## config.mk

```make
export PLATFORM = sky130hd
export DESIGN_NAME = tlk_link_err_monitor_flat
export DESIGN_NICKNAME = d
export VERILOG_FILES = /design/src/rtl/tlk_link_err_monitor_if.sv /design/src/rtl/tlk_link_err_monitor.sv /design/src/flat_wrapper.sv
export SDC_FILE = /design/constraint.sdc
export NUM_CORES = 1
export LEC_CHECK = 0
export BUFFER_PORTS_ARGS = -buffer_cell sky130_fd_sc_hd__buf_2
export CAP_MARGIN = 20
export CORE_UTILIZATION = 50
export DETAILED_ROUTE_END_ITERATION = 8
export PLACE_DENSITY = 0.75
export SYNTH_ARGS = -nofsm -noshare
export SYNTH_HDL_FRONTEND = slang
export SYNTH_SLANG_ARGS = --single-unit
```

## constraint.sdc

```tcl
create_clock -name clk -period 4 [get_ports clk]
set_clock_uncertainty 0.1 [all_clocks]
set_input_delay 0.4 -clock clk [delete_from_list [all_inputs] [get_ports clk]]
set_output_delay 0.4 -clock clk [all_outputs]
set_load 0.05 [all_outputs]
```

## src/rtl/tlk_link_err_monitor_if.sv

```systemverilog
// Receive-stream and verdict bundle between a TLK2711 channel and its link error monitor.
// The monitor takes the slave side; the stimulus/consumer side takes master.
interface tlk_link_err_monitor_if #(
    parameter int CNT_W = 16
);
    logic             enable;
    logic [15:0]      rx_data;
    logic             rx_k_lsb;
    logic             rx_k_msb;
    logic             err_in;
    logic             send_err;
    logic             link_locked;
    logic [CNT_W-1:0] err_count;

    modport master (
        output enable, rx_data, rx_k_lsb, rx_k_msb,
        input  err_in, send_err, link_locked, err_count
    );

    modport slave (
        input  enable, rx_data, rx_k_lsb, rx_k_msb,
        output err_in, send_err, link_locked, err_count
    );
endinterface

```

## src/rtl/tlk_link_err_monitor.sv

```systemverilog
// Per-channel TLK2711 receive monitor: idle-based lock FSM plus windowed error counter
// whose verdict and strobe feed the downstream error-output latch.
module tlk_link_err_monitor #(
    parameter int WINDOW = 1024,
    parameter int THRESH = 4,
    parameter int LOCK_N = 16,
    parameter int LOSE_N = 4,
    parameter int CNT_W  = 16
) (
    input  logic                  clk,
    input  logic                  reset,
    tlk_link_err_monitor_if.slave mon
);

    localparam int WIN_W  = (WINDOW > 2) ? $clog2(WINDOW) : 1;
    localparam int GOOD_W = $clog2(LOCK_N + 1);
    localparam int BAD_W  = $clog2(LOSE_N + 1);

    localparam logic [15:0]       IDLE_CHAR = 16'hC5BC;
    localparam logic [WIN_W-1:0]  WIN_LAST  = WIN_W'(WINDOW - 1);
    localparam logic [GOOD_W-1:0] LOCK_TGT  = GOOD_W'(LOCK_N);
    localparam logic [BAD_W-1:0]  LOSE_TGT  = BAD_W'(LOSE_N);
    localparam logic [CNT_W-1:0]  CNT_MAX   = {CNT_W{1'b1}};

    typedef enum logic [1:0] {
        ST_LOS    = 2'd0,
        ST_HUNT   = 2'd1,
        ST_LOCKED = 2'd2
    } state_t;

    // Increment that sticks at all-ones instead of wrapping.
    function automatic logic [CNT_W-1:0] sat_add(input logic [CNT_W-1:0] cnt, input logic inc);
        if (inc && (cnt != CNT_MAX)) begin
            return cnt + CNT_W'(1);
        end else begin
            return cnt;
        end
    endfunction

    logic              err_word_s;
    logic              idle_word_s;
    logic              evt_s;
    logic              win_last_s;
    logic              err_over_s;
    logic [CNT_W-1:0]  err_total_s;

    state_t            state_r;
    state_t            state_nxt_s;
    logic [GOOD_W-1:0] good_cnt_r;
    logic [GOOD_W-1:0] good_cnt_nxt_s;
    logic [GOOD_W-1:0] good_inc_s;
    logic [BAD_W-1:0]  bad_cnt_r;
    logic [BAD_W-1:0]  bad_cnt_nxt_s;
    logic [BAD_W-1:0]  bad_inc_s;
    logic              link_locked_r;

    logic [WIN_W-1:0]  win_cnt_r;
    logic [CNT_W-1:0]  err_cnt_r;
    logic [CNT_W-1:0]  err_count_r;
    logic              err_in_r;
    logic              send_err_r;

    // Word classification; both K flags set is the TLK error-propagation code.
    always_comb begin
        err_word_s  = mon.rx_k_msb & mon.rx_k_lsb;
        idle_word_s = mon.rx_k_lsb & ~mon.rx_k_msb & (mon.rx_data == IDLE_CHAR);
    end

    // Lock FSM state and run-length counters.
    always_ff @(posedge clk) begin
        if (!reset) begin
            state_r       <= ST_LOS;
            good_cnt_r    <= {GOOD_W{1'b0}};
            bad_cnt_r     <= {BAD_W{1'b0}};
            link_locked_r <= 1'b0;
        end else begin
            state_r       <= state_nxt_s;
            good_cnt_r    <= good_cnt_nxt_s;
            bad_cnt_r     <= bad_cnt_nxt_s;
            link_locked_r <= (state_nxt_s == ST_LOCKED);
        end
    end

    // Lock FSM next-state: idles build lock, error words tear it down.
    always_comb begin
        state_nxt_s    = state_r;
        good_cnt_nxt_s = good_cnt_r;
        bad_cnt_nxt_s  = bad_cnt_r;
        good_inc_s     = good_cnt_r + GOOD_W'(1);
        bad_inc_s      = bad_cnt_r + BAD_W'(1);
        case (state_r)
            ST_LOS: begin
                if (idle_word_s) begin
                    if (LOCK_N == 1) begin
                        state_nxt_s    = ST_LOCKED;
                        good_cnt_nxt_s = {GOOD_W{1'b0}};
                        bad_cnt_nxt_s  = {BAD_W{1'b0}};
                    end else begin
                        state_nxt_s    = ST_HUNT;
                        good_cnt_nxt_s = GOOD_W'(1);
                    end
                end else begin
                    good_cnt_nxt_s = {GOOD_W{1'b0}};
                end
            end
            ST_HUNT: begin
                if (err_word_s) begin
                    state_nxt_s    = ST_LOS;
                    good_cnt_nxt_s = {GOOD_W{1'b0}};
                end else if (idle_word_s) begin
                    if (good_inc_s == LOCK_TGT) begin
                        state_nxt_s    = ST_LOCKED;
                        good_cnt_nxt_s = {GOOD_W{1'b0}};
                        bad_cnt_nxt_s  = {BAD_W{1'b0}};
                    end else begin
                        good_cnt_nxt_s = good_inc_s;
                    end
                end else begin
                    good_cnt_nxt_s = good_cnt_r;
                end
            end
            ST_LOCKED: begin
                if (err_word_s) begin
                    if (bad_inc_s == LOSE_TGT) begin
                        state_nxt_s    = ST_LOS;
                        good_cnt_nxt_s = {GOOD_W{1'b0}};
                        bad_cnt_nxt_s  = {BAD_W{1'b0}};
                    end else begin
                        bad_cnt_nxt_s = bad_inc_s;
                    end
                end else begin
                    bad_cnt_nxt_s = {BAD_W{1'b0}};
                end
            end
            default: begin
                state_nxt_s    = ST_LOS;
                good_cnt_nxt_s = {GOOD_W{1'b0}};
                bad_cnt_nxt_s  = {BAD_W{1'b0}};
            end
        endcase
    end

    // Per-cycle error event and running window total; unlocked cycles count as errors.
    always_comb begin
        evt_s       = err_word_s | (state_r != ST_LOCKED);
        err_total_s = sat_add(err_cnt_r, evt_s);
        win_last_s  = (win_cnt_r == WIN_LAST);
        err_over_s  = (32'(err_total_s) >= 32'(THRESH));
    end

    // Window counter; the closing cycle publishes the verdict and restarts with no gap.
    always_ff @(posedge clk) begin
        if (!reset) begin
            win_cnt_r   <= {WIN_W{1'b0}};
            err_cnt_r   <= {CNT_W{1'b0}};
            err_count_r <= {CNT_W{1'b0}};
            err_in_r    <= 1'b0;
            send_err_r  <= 1'b0;
        end else if (!mon.enable) begin
            win_cnt_r  <= {WIN_W{1'b0}};
            err_cnt_r  <= {CNT_W{1'b0}};
            send_err_r <= 1'b0;
        end else if (win_last_s) begin
            err_count_r <= err_total_s;
            err_in_r    <= err_over_s;
            send_err_r  <= 1'b1;
            win_cnt_r   <= {WIN_W{1'b0}};
            err_cnt_r   <= {CNT_W{1'b0}};
        end else begin
            win_cnt_r  <= win_cnt_r + WIN_W'(1);
            err_cnt_r  <= err_total_s;
            send_err_r <= 1'b0;
        end
    end

    assign mon.err_in      = err_in_r;
    assign mon.send_err    = send_err_r;
    assign mon.link_locked = link_locked_r;
    assign mon.err_count   = err_count_r;

endmodule

```

## src/flat_wrapper.sv

```systemverilog
// flat-port wrapper written by rule: the top's interface ports become plain ports
module tlk_link_err_monitor_flat 
#(
    parameter int WINDOW = 1024,
    parameter int THRESH = 4,
    parameter int LOCK_N = 16,
    parameter int LOSE_N = 4,
    parameter int CNT_W  = 16
)
  (clk, reset, mon_enable, mon_rx_data, mon_rx_k_lsb, mon_rx_k_msb, mon_err_in, mon_send_err, mon_link_locked, mon_err_count);
  tlk_link_err_monitor_if #(.CNT_W(CNT_W)) mon_i ();
  input  logic clk;
  input  logic reset;
  input wire logic [$bits(mon_i.enable)-1:0] mon_enable;
  input wire logic [$bits(mon_i.rx_data)-1:0] mon_rx_data;
  input wire logic [$bits(mon_i.rx_k_lsb)-1:0] mon_rx_k_lsb;
  input wire logic [$bits(mon_i.rx_k_msb)-1:0] mon_rx_k_msb;
  output wire logic [$bits(mon_i.err_in)-1:0] mon_err_in;
  output wire logic [$bits(mon_i.send_err)-1:0] mon_send_err;
  output wire logic [$bits(mon_i.link_locked)-1:0] mon_link_locked;
  output wire logic [$bits(mon_i.err_count)-1:0] mon_err_count;
  assign mon_i.enable = mon_enable;
  assign mon_i.rx_data = mon_rx_data;
  assign mon_i.rx_k_lsb = mon_rx_k_lsb;
  assign mon_i.rx_k_msb = mon_rx_k_msb;
  assign mon_err_in = mon_i.err_in;
  assign mon_send_err = mon_i.send_err;
  assign mon_link_locked = mon_i.link_locked;
  assign mon_err_count = mon_i.err_count;
  tlk_link_err_monitor #(.WINDOW(WINDOW), .THRESH(THRESH), .LOCK_N(LOCK_N), .LOSE_N(LOSE_N), .CNT_W(CNT_W)) u_core (.clk(clk), .reset(reset), .mon(mon_i));
endmodule
```

Word level (Yosys, flattened, before mapping)
Index checks and enable logic that the tools add are counted.
{"block": "word_totals", "word_cells": 66, "in_bits": 21, "output_inout_bits": 19, "regBits": 55}
{"block": "op_classes", "n_reduce_logical": 7, "n_mux": 22, "addsub": 4, "order_cmp": 1, "n_bitwise": 8, "n_eq_ne": 15}
{"op": "2-to-1 mux 5 bit", "n": 5}
{"op": "adder 16 x 1 -> 16 bit, second input constant", "n": 1}
{"op": "== test 16 bit, second input constant", "n": 1}
{"op": ">= comparator 16 x 3 -> 1 bit, second input constant", "n": 1}
{"op": "2-to-1 mux 16 bit", "n": 1}
{"op": "inequality test 16 bit, second input constant", "n": 1}
{"op": "2-to-1 mux 3 bit", "n": 5}
{"op": "one-hot mux 5 bit (3 select lines)", "n": 1}
{"op": "2-to-1 mux 2 bit", "n": 6}
{"op": "adder 10 x 1 -> 10 bit, second input constant", "n": 1}
{"op": "== test 10 bit, second input constant", "n": 1}
{"op": "one-hot mux 3 bit (3 select lines)", "n": 1}
{"op": "inequality test 2 x 1 -> 1 bit, second input constant", "n": 4}
{"op": "one-hot mux 2 bit (3 select lines)", "n": 1}
{"op": "adder 5 x 1 -> 5 bit, second input constant", "n": 1}
{"op": "== test 5 bit, second input constant", "n": 1}
{"op": "== test 2 bit, second input constant", "n": 2}
{"op": "inequality test 2 bit, second input constant", "n": 2}
{"op": "inverter 1 bit", "n": 4}
{"op": "AND reduction 2 bit", "n": 2}
{"op": "AND reduction 4 bit", "n": 1}
{"op": "adder 3 x 1 -> 3 bit, second input constant", "n": 1}
{"op": "AND 1 bit", "n": 3}
{"op": "== test 3 bit, second input constant", "n": 1}
{"op": "other kinds (8)", "n": 9}

Logic depth before layout (Yosys ltp)
Gate-level depths: netlist of the first run.
{"block": "depth", "word_depth": 7, "mapped_depth": 8, "depth_no_buf": 8}

Least setup slack after synthesis of the first run
OpenSTA, ideal clock, no wires.
{"block": "synth_path", "path_type": "register -> register", "start": "reg u_core.err_cnt_r[0]", "end": "reg u_core.err_in_r, in the netlist u_core.mon.err_in", "required_time_ps": 3774, "arrival_time_ps": 1880, "n_path_buf": 0, "stages_incl_launch_ff": 9, "path_slack_ps": 1894, "setup_ps": 126, "period_less_slack_ps": 2106, "cell_sequence": "dfxtp_1 -> ha_1 -> and3_4 -> and2_4 -> a2111oi_4 -> and3_1 -> xnor2_1 -> and4_1 -> a31oi_1"}
{"block": "synth_via", "elab_chain_len": 4, "elab_cells_between_ends": 5, "cone_classes": "add/sub: 1; order compare: 1; eq/ne: 1; mux: 1; reduce/logical: 1"}
{"item": "from (decl)", "line": "tlk_link_err_monitor.sv:58", "source": "logic [CNT_W-1:0] err_cnt_r;"}
{"item": "from (signal assigned)", "line": "tlk_link_err_monitor.sv:155", "source": "err_cnt_r <= {CNT_W{1'b0}};"}
{"item": "from (signal assigned)", "line": "tlk_link_err_monitor.sv:161", "source": "err_cnt_r <= {CNT_W{1'b0}};"}
{"item": "from (signal assigned)", "line": "tlk_link_err_monitor.sv:168", "source": "err_cnt_r <= {CNT_W{1'b0}};"}
{"item": "branches (longest 2 deep; another with adder 16 x 1 -> 16 bit)"}
{"item": "2-to-1 mux 16 bit (*)", "line": "tlk_link_err_monitor.sv:33", "source": "if (inc && (cnt != CNT_MAX)) begin"}
{"item": ">= comparator 16 x 3 -> 1 bit (*)", "line": "tlk_link_err_monitor.sv:148", "source": "err_over_s = (32'(err_total_s) >= 32'(THRESH));"}
{"item": "to (signal assigned)", "line": "tlk_link_err_monitor.sv:165", "source": "err_in_r <= err_over_s;"}
{"item": "to (decl)", "line": "tlk_link_err_monitor.sv:60", "source": "logic err_in_r;"}
Mark *: on every way between the ends.
A chain may end at the register's enable or synchronous reset.

Final worst setup path of the first run
{"block": "layout_path", "start": "reg u_core.win_cnt_r[2]", "end": "reg u_core.err_in_r, in the netlist u_core.mon.err_in"}
{"block": "layout_via", "elab_chain_len": 2}
{"item": "from (decl)", "line": "tlk_link_err_monitor.sv:57", "source": "logic [WIN_W-1:0] win_cnt_r;"}
{"item": "from (signal assigned)", "line": "tlk_link_err_monitor.sv:154", "source": "win_cnt_r <= {WIN_W{1'b0}};"}
{"item": "from (signal assigned)", "line": "tlk_link_err_monitor.sv:160", "source": "win_cnt_r <= {WIN_W{1'b0}};"}
{"item": "from (signal assigned)", "line": "tlk_link_err_monitor.sv:167", "source": "win_cnt_r <= {WIN_W{1'b0}};"}
{"item": "== test 10 bit", "line": "tlk_link_err_monitor.sv:147", "source": "win_last_s = (win_cnt_r == WIN_LAST);"}
{"item": "AND reduction 2 bit (no line)"}
Every way passes these cells.

==> out/qor.csv, run 1 <==
stage;metric;value;unit
grt;antenna_found_initial;0;
clocking;htree_levels;2;
floorplanning;die_area;0.00542;mm²
timing;fin_crit;2410;ps
floorplanning;coreArea;0.00482;mm²
timing;timing.setup.tns;0;ps
route;dr.pass1.iters;4;
final_layout;drive_gt1_share;18.2;%
route;drc_errors;0;
worst_hold_path;hold_path.class;input pin to flip-flop;
timing;timing.fmax;415;MHz
clocking;root_buffer;clkbuf_8;
worst_setup_path;cp-end-kind;flip-flop;
run_status;outcome;finished, final reports clean;
synth;yosys-top-cells-area;dfxtp_1 43%, nor2_1 6.0%, o211a_1 5.9%;
route;wirelength;4800;µm
worst_setup_path;slowest_delay;670;ps
floorplanning;start_util;53.2;%
synth;synth_cell_types;48;
worst_setup_path;worst-path-max-fanout;23;
final_layout;antennaDiodeCount;0;
grt;grt_max_degree;32;
grt;grt_usage;19.8;%
floorplanning;io_pins;40;
synth;synth-seq-cells;55;
worst_setup_path;critical_path_buf_inv_count;0;
synth;avgSynthCellArea;8.96;µm²
clocking;clock_latency;300;ps
power;ir_drop;0.000220;V
placement;io_buffers;39;
synth;yosysWarnings;0;
clocking;cts_resized;0;
worst_setup_path;critPathRequiredTime;4090;ps
floorplanning;die_height;73.6;µm
placement;gp_congestion;0.793;
placement;dp_hpwl;3400;µm
clocking;numCtsBuffers;5;
synth;yosys.area.top_type;dfxtp_1;
worst_setup_path;cp_data_arrival_time;2500;ps
clocking;cts_sinks;55;
timing;drv_slew;0;
power;leakage;1.35;nW
synth;synth_top_area_share;42.9;%
worst_setup_path;critPathLaunchType;flip-flop;
timing;rsz0062_at_grt;no;
timing;tightest_slew;976;ps
worst_setup_path;crit_top_cell;and4_1;
final_layout;nFillCells;452;
clocking;cts_tree;built;
synth;syn_area;0.00256;mm²
timing;final.period_utilization;60.2;%
clocking;cts_setup_buffers;0;
worst_setup_path;cpLargestDelayFamily;simple AND/OR/NAND/NOR gates;
grt;grt_pass1_wl;8360;µm
final_layout;finalNonFillerCells;391;
floorplanning;rows;25;
route;ant_nets;0;
synth;synth_edf_count;0;
final_layout;seq_area;0.00110;mm²
worst_setup_path;path_cells;and4_1 -> and3_1 -> nand4_1 -> nor2_2 -> and2_1 -> and4_1 -> a31oi_1;
final_layout;syn_to_final_growth;14.9;%
synth;ys_seq_area_share;42.9;%
grt;grt_remaining_overflow;0;
route;num_vias;2078;
timing;hold_viol;0;
synth;async_reset_ff_share;0;%
worst_setup_path;path_class;flip-flop to flip-flop;
run;drv_cap;0;
clocking;clk_transition_reported_paths;90;ps
timing;relSlewSlack;34.8;%
timing;setup_violations;0;
synth;synth.net_count;312;
power;p_per_area;339;mW/mm²
synth;synthFlopType;dfxtp_1;
synth;syn_inst;286;
floorplanning;die_x;73.6;µm
grt;first_global_vias;1919;
placement;post-place-cells;383;
route;wire_per_inst;12.3;µm
route;drt_iter0_markers;87;
route;vias_per_cell;5.31;
worst_setup_path;crit_path_top_delay_cell;nor2_2;
final_layout;multi_input_comb_area;0.00141;mm²
final_layout;nets;349;
clocking;ctsHoldBuffers;0;
clocking;clock_path_buffers;2;
sequential cells by signal, indices dropped and copies added, names as in the netlist:
register                count
u_core.bad_cnt_r            3
u_core.win_cnt_r           10
u_core.mon.send_err         1
u_core.state_r              2
u_core.err_cnt_r           16
u_core.mon.err_count       16
u_core.good_cnt_r           5
u_core.mon.link_locked      1
u_core.mon.err_in           1
area by class of cell:
class / count / share of cell area (%)
Clock inverter: 2 / 2.04
Clock buffer: 6 / 2.46
Inverter: 5 / 0.637
Sequential cell: 55 / 37.4
Timing Repair Buffer: 40 / 6.88
Tap cell: 67 / 2.85
Multi-Input combinational cell: 216 / 47.8
cell usage in the layout (no fill, tap or decap), drive strengths merged, types with 3 or more instances in the layout:
| cell | Yosys | routed |
|---|---|---|
| dfxtp | 55 | 55 |
| nor2 | 41 | 41 |
| buf | 1 | 40 |
| nand2 | 37 | 37 |
| xor2 | 15 | 15 |
| o211a | 15 | 15 |
| xnor2 | 13 | 13 |
| nand3 | 12 | 12 |
| and2 | 8 | 8 |
| o21ai | 7 | 7 |
| and3 | 6 | 6 |
| clkbuf | 9 | 6 |
| inv | 5 | 5 |
| a21oi | 5 | 5 |
| nand4 | 5 | 5 |
| ha | 5 | 5 |
| and4 | 5 | 5 |
| a31oi | 4 | 4 |
| nor3b | 4 | 4 |
| nand3b | 3 | 3 |
| o31ai | 3 | 3 |
| nor2b | 3 | 3 |
| a211o | 3 | 3 |
metal layers:
layer / GRT usage, % / part of all wire (%) / up-vias
li1: - / - / 1070
met1: 24.9 / 49 / 962
met2: 34.0 / 46 / 41
met3: 4.39 / 4.0 / 5
met4: 5.13 / 1.0 / 0
met5: 0 / 0 / -
stage by stage:
stage / cell area (µm²) / power [mW] / worst slack (ps) / hold slack, ps / utilization, %
after detailed placement: 2810 / 0.592 / 1590 / 355 / 58.4
after CTS: 2950 / 1.01 / 1590 / 267 / 61.2
after global routing: 2950 / 1.03 / 1360 / 317 / 61.2
after global placement: 2810 / 0.592 / 1640 / 349 / 58.4
after floorplan: 2560 / 0.578 / 1890 / 330 / -
final: 2950 / 0.998 / 1590 / 269 / 61.2
power breakdown:
part           leakage (nW)  switching (mW)  internal, mW
sequential            0.443         0.00186         0.549
clock                0.0654           0.169         0.250
combinational         0.837          0.0159        0.0124
worst reg2reg max path: cells and delay by family, from the launching register on:
| family | cells | cell delay, ps |
|---|---|---|
| compound gates | 1 | 80 |
| flops | 1 | 410 |
| simple gates | 6 | 1700 |
cells in the mapped netlist (2+ instances only):
cell and number:
nor2b_1 3, inv_1 5, xor2_1 15, and2_1 7, clkbuf_1 9, o31ai_1 3
o211a_1 15, nor2_1 41, nand3_1 12, a211o_1 2, dfxtp_1 55, o21ai_0 7
nand2_1 37, and4_1 3, xnor2_1 13, a21oi_1 5, ha_1 5, nand4_1 5
o21a_1 2, nand3b_1 3, a22oi_1 2, and3_1 5, nand4bb_1 2, nor3b_1 3
a31oi_1 4
path summary, 6_finish.rpt:
| check | start | slack (ps) | cells after the start | end |
|---|---|---|---|---|
| max reg2reg | u_core.win_cnt_r[2]$_SDFF_PP0_ | 1590 | 7 | u_core.mon.err_in$_SDFFE_PN0P_ |
| min | mon_enable | 270 | 3 | u_core.win_cnt_r[8]$_SDFF_PP0_ |
| max | u_core.win_cnt_r[2]$_SDFF_PP0_ | 1590 | 7 | u_core.mon.err_in$_SDFFE_PN0P_ |
| min reg2reg | u_core.win_cnt_r[0]$_SDFF_PP0_ | 370 | 1 | u_core.win_cnt_r[0]$_SDFF_PP0_ |
logic make-up after synthesis:
group	count (synthesis)	synth area share, %
multiplexers	1	0.390
AND/OR/NAND/NOR	134	27.1
XOR/XNOR	28	9.57
buffers and inverters	15	2.24
flip-flops	55	42.9
AO/OA/AOI/OAI	48	15.3
adder cells (fa/ha/maj)	5	2.44
Note: power is estimated with default switching activity, not from simulation.
==> inputs of run 2 (changes only) <==
- clock period: 4 -> 2.25 ns (I/O delays scaled with it)
==> run 2 against run 1 <==
Combinational power is 89% higher. Sequential share of layout area is 1.1 points lower. Non-clock buffer count is 15 higher. Critical path type unchanged. Clock-buffer cell count is 1 lower. Largest power group unchanged.
==> out/qor.csv, run 2 (synthesized netlist as in run 1, its figures left out) <==
stage;metric;value;unit;change
route;ant_nets;0;;unchanged
worst_setup_path;path_class;flip-flop to flip-flop;;unchanged
floorplanning;die_height;73.6;µm;unchanged
worst_setup_path;reg2reg_to;u_core.mon.err_in$_SDFFE_PN0P_;;unchanged
power;p_total;1.59;mW;was 0.998 mW
floorplanning;io_pins;40;;unchanged
worst_hold_path;hold_end;u_core.win_cnt_r[8]$_SDFF_PP0_;;unchanged
route;num_vias;2140;;was 2078
run;drv_cap;0;;unchanged
timing;final.period_utilization;99.0;%;was 60.2%
floorplanning;coreArea;0.00482;mm²;unchanged
route;vias_per_cell;5.27;;was 5.31
clocking;clk_transition_reported_paths;100;ps;was 90 ps
route;wire_per_inst;12.5;µm;was 12.3 µm
clocking;cts_tree;built;;unchanged
worst_setup_path;r2r_cells;9;;was 7
power;leakage;1.41;nW;was 1.35 nW
timing;tightest_slew;621;ps;was 976 ps
clocking;clock_path_buffers;2;;unchanged
floorplanning;rows;25;;unchanged
timing;rsz0062_at_grt;yes;;was no
timing;timing.fmax;449;MHz;was 415 MHz
timing;drv_slew;0;;unchanged
route;wirelength;5080;µm;was 4800 µm
floorplanning;die_area;0.00542;mm²;unchanged
worst_setup_path;cp-end-kind;flip-flop;;unchanged
clocking;numCtsBuffers;5;;unchanged
clocking;htree_levels;2;;unchanged
route;drc_errors;0;;unchanged
worst_setup_path;reg2reg_slack;20;ps;was 1590 ps
route;dr.pass1.iters;4;;unchanged
final_layout;antennaDiodeCount;0;;unchanged
final_layout;final_common_cell;dfxtp_1;;unchanged
worst_setup_path;cp_data_arrival_time;2380;ps;was 2500 ps
final_layout;layout_common_cells;55 x dfxtp_1, 40 x nor2_1, 39 x buf_2;;unchanged
worst_setup_path;r2r_start;u_core.err_cnt_r[1]$_SDFF_PP0_;;was u_core.win_cnt_r[2]$_SDFF_PP0_
power;p_per_area;522;mW/mm²;was 339 mW/mm²
worst_setup_path;critPathRequiredTime;2400;ps;was 4090 ps
route;drt_iter0_markers;24;;was 87
timing;hold_viol;0;;unchanged
worst_setup_path;critPathLaunchType;flip-flop;;unchanged
final_layout;final_cell_area;0.00304;mm²;was 0.00295 mm²
final_layout;nFillCells;445;;was 452
grt;grt_remaining_overflow;0;;unchanged
final_layout;syn_to_final_growth;18.5;%;was 14.9%
clocking;clock_latency;310;ps;was 300 ps
timing;fin_crit;2230;ps;was 2410 ps
worst_hold_path;min-delay-start;mon_enable;;unchanged
placement;dp_hpwl;3660;µm;was 3400 µm
grt;grt_pass1_wl;8680;µm;was 8360 µm
run_status;outcome;finished, final reports clean;;unchanged
clocking;ctsHoldBuffers;0;;unchanged
worst_hold_path;hold_path.class;input pin to flip-flop;;unchanged
grt;first_global_vias;2075;;was 1919
timing;relSlewSlack;58.5;%;was 34.8%
timing;whs;78.4;ps;was 269 ps
worst_setup_path;worst-path-max-fanout;5;;was 23
clocking;cts_sinks;55;;unchanged
floorplanning;die_x;73.6;µm;unchanged
final_layout;drive_gt1_share;22.7;%;was 18.2%
grt;grt_max_degree;32;;unchanged
grt;grt_usage;20.7;%;was 19.8%
placement;gp_congestion;0.861;;was 0.793
floorplanning;start_util;53.2;%;unchanged
placement;place_area;0.00291;mm²;was 0.00281 mm²
timing;setup_violations;0;;unchanged
worst_hold_path;min_delay_path_depth;3;;unchanged
grt;antenna_found_initial;0;;unchanged
clocking;root_buffer;clkbuf_8;;unchanged
power;ir_drop;0.000453;V;was 0.000220 V
placement;io_buffers;39;;unchanged
final_layout;nets;364;;was 349
-- run 2: changes by cell type in the layout (fill, tap and decap cells not counted), sizes merged --
cell / change
buf: +15
bufinv: -2
clkbuf: -1
inv: +2
clkinv: +1
-- run 2: worst max-delay path by stage --
stage                                                 to  cells after the start                           start
after floorplan           u_core.mon.err_in$_SDFFE_PN0P_                      8  u_core.err_cnt_r[0]$_SDFF_PP0_
after global placement    u_core.mon.err_in$_SDFFE_PN0P_                      8  u_core.err_cnt_r[1]$_SDFF_PP0_
after detailed placement  u_core.mon.err_in$_SDFFE_PN0P_                      8  u_core.err_cnt_r[1]$_SDFF_PP0_
after CTS                 u_core.mon.err_in$_SDFFE_PN0P_                      9  u_core.err_cnt_r[1]$_SDFF_PP0_
after global routing      u_core.mon.err_in$_SDFFE_PN0P_                      9  u_core.err_cnt_r[1]$_SDFF_PP0_
final                     u_core.mon.err_in$_SDFFE_PN0P_                      9  u_core.err_cnt_r[1]$_SDFF_PP0_
-- run 2: worst max-delay path, cell delays in order, from the launching register on --
cell and delay, ps:
dfxtp_1 340, ha_1 190, and3_4 150, and2_4 170, a2111oi_4 310, buf_4 210, nand4_1 160, xor2_2 200
and4_1 190, a31oi_1 150
-- run 2: stage by stage --
| step | worst slack [ps] | utilization (%) | TNS [ps] | cells |
|---|---|---|---|---|
| 6_report | 22.6 | 63.1 | 0 | 406 |
| 5_1_grt | -84.2 | 63.1 | -102 | 406 |
| 4_1_cts | 52.6 | 62.6 | 0 | 406 |
| 3_5_place_dp | -53.8 | 60.4 | -53.8 | 396 |
| 3_3_place_gp | 48.6 | 60.4 | 0 | 396 |
| 2_1_floorplan | 144 | - | 0 | 286 |
-- run 2: layer usage --
metal  routed length [µm]  track usage, %  vias up
met4                   60            5.98        0
met1                 2370            24.5      993
met2                 2420            37.6       43
met3                  222            4.12        6
li1                     -               -     1098
met5                    0               0        -
-- run 2: cell type report --
type / count / area [µm²] / share of cell area (%)
clock buffers: 5 / 68.8 / 2.26
clock inverters: 3 / 22.5 / 0.741
inverters: 5 / 18.8 / 0.618
multi-input cells: 216 / 1430 / 47.0
flip-flops and latches: 55 / 1100 / 36.2
well taps: 67 / 83.8 / 2.76
repair buffers: 55 / 315 / 10.4
-- run 2: power breakdown --
part           switching [mW]  internal, mW
logic                  0.0292        0.0245
registers             0.00275         0.976
clock network           0.327         0.226
-- run 2: what timing repair did --
item | in CTS | in global routing
endpoints found under the setup margin | 1 | 6
pin swaps | 1 | 0
endpoints found under the hold margin | 0 | 0
resized for setup | 0 | 3
setup buffers | 2 | 0
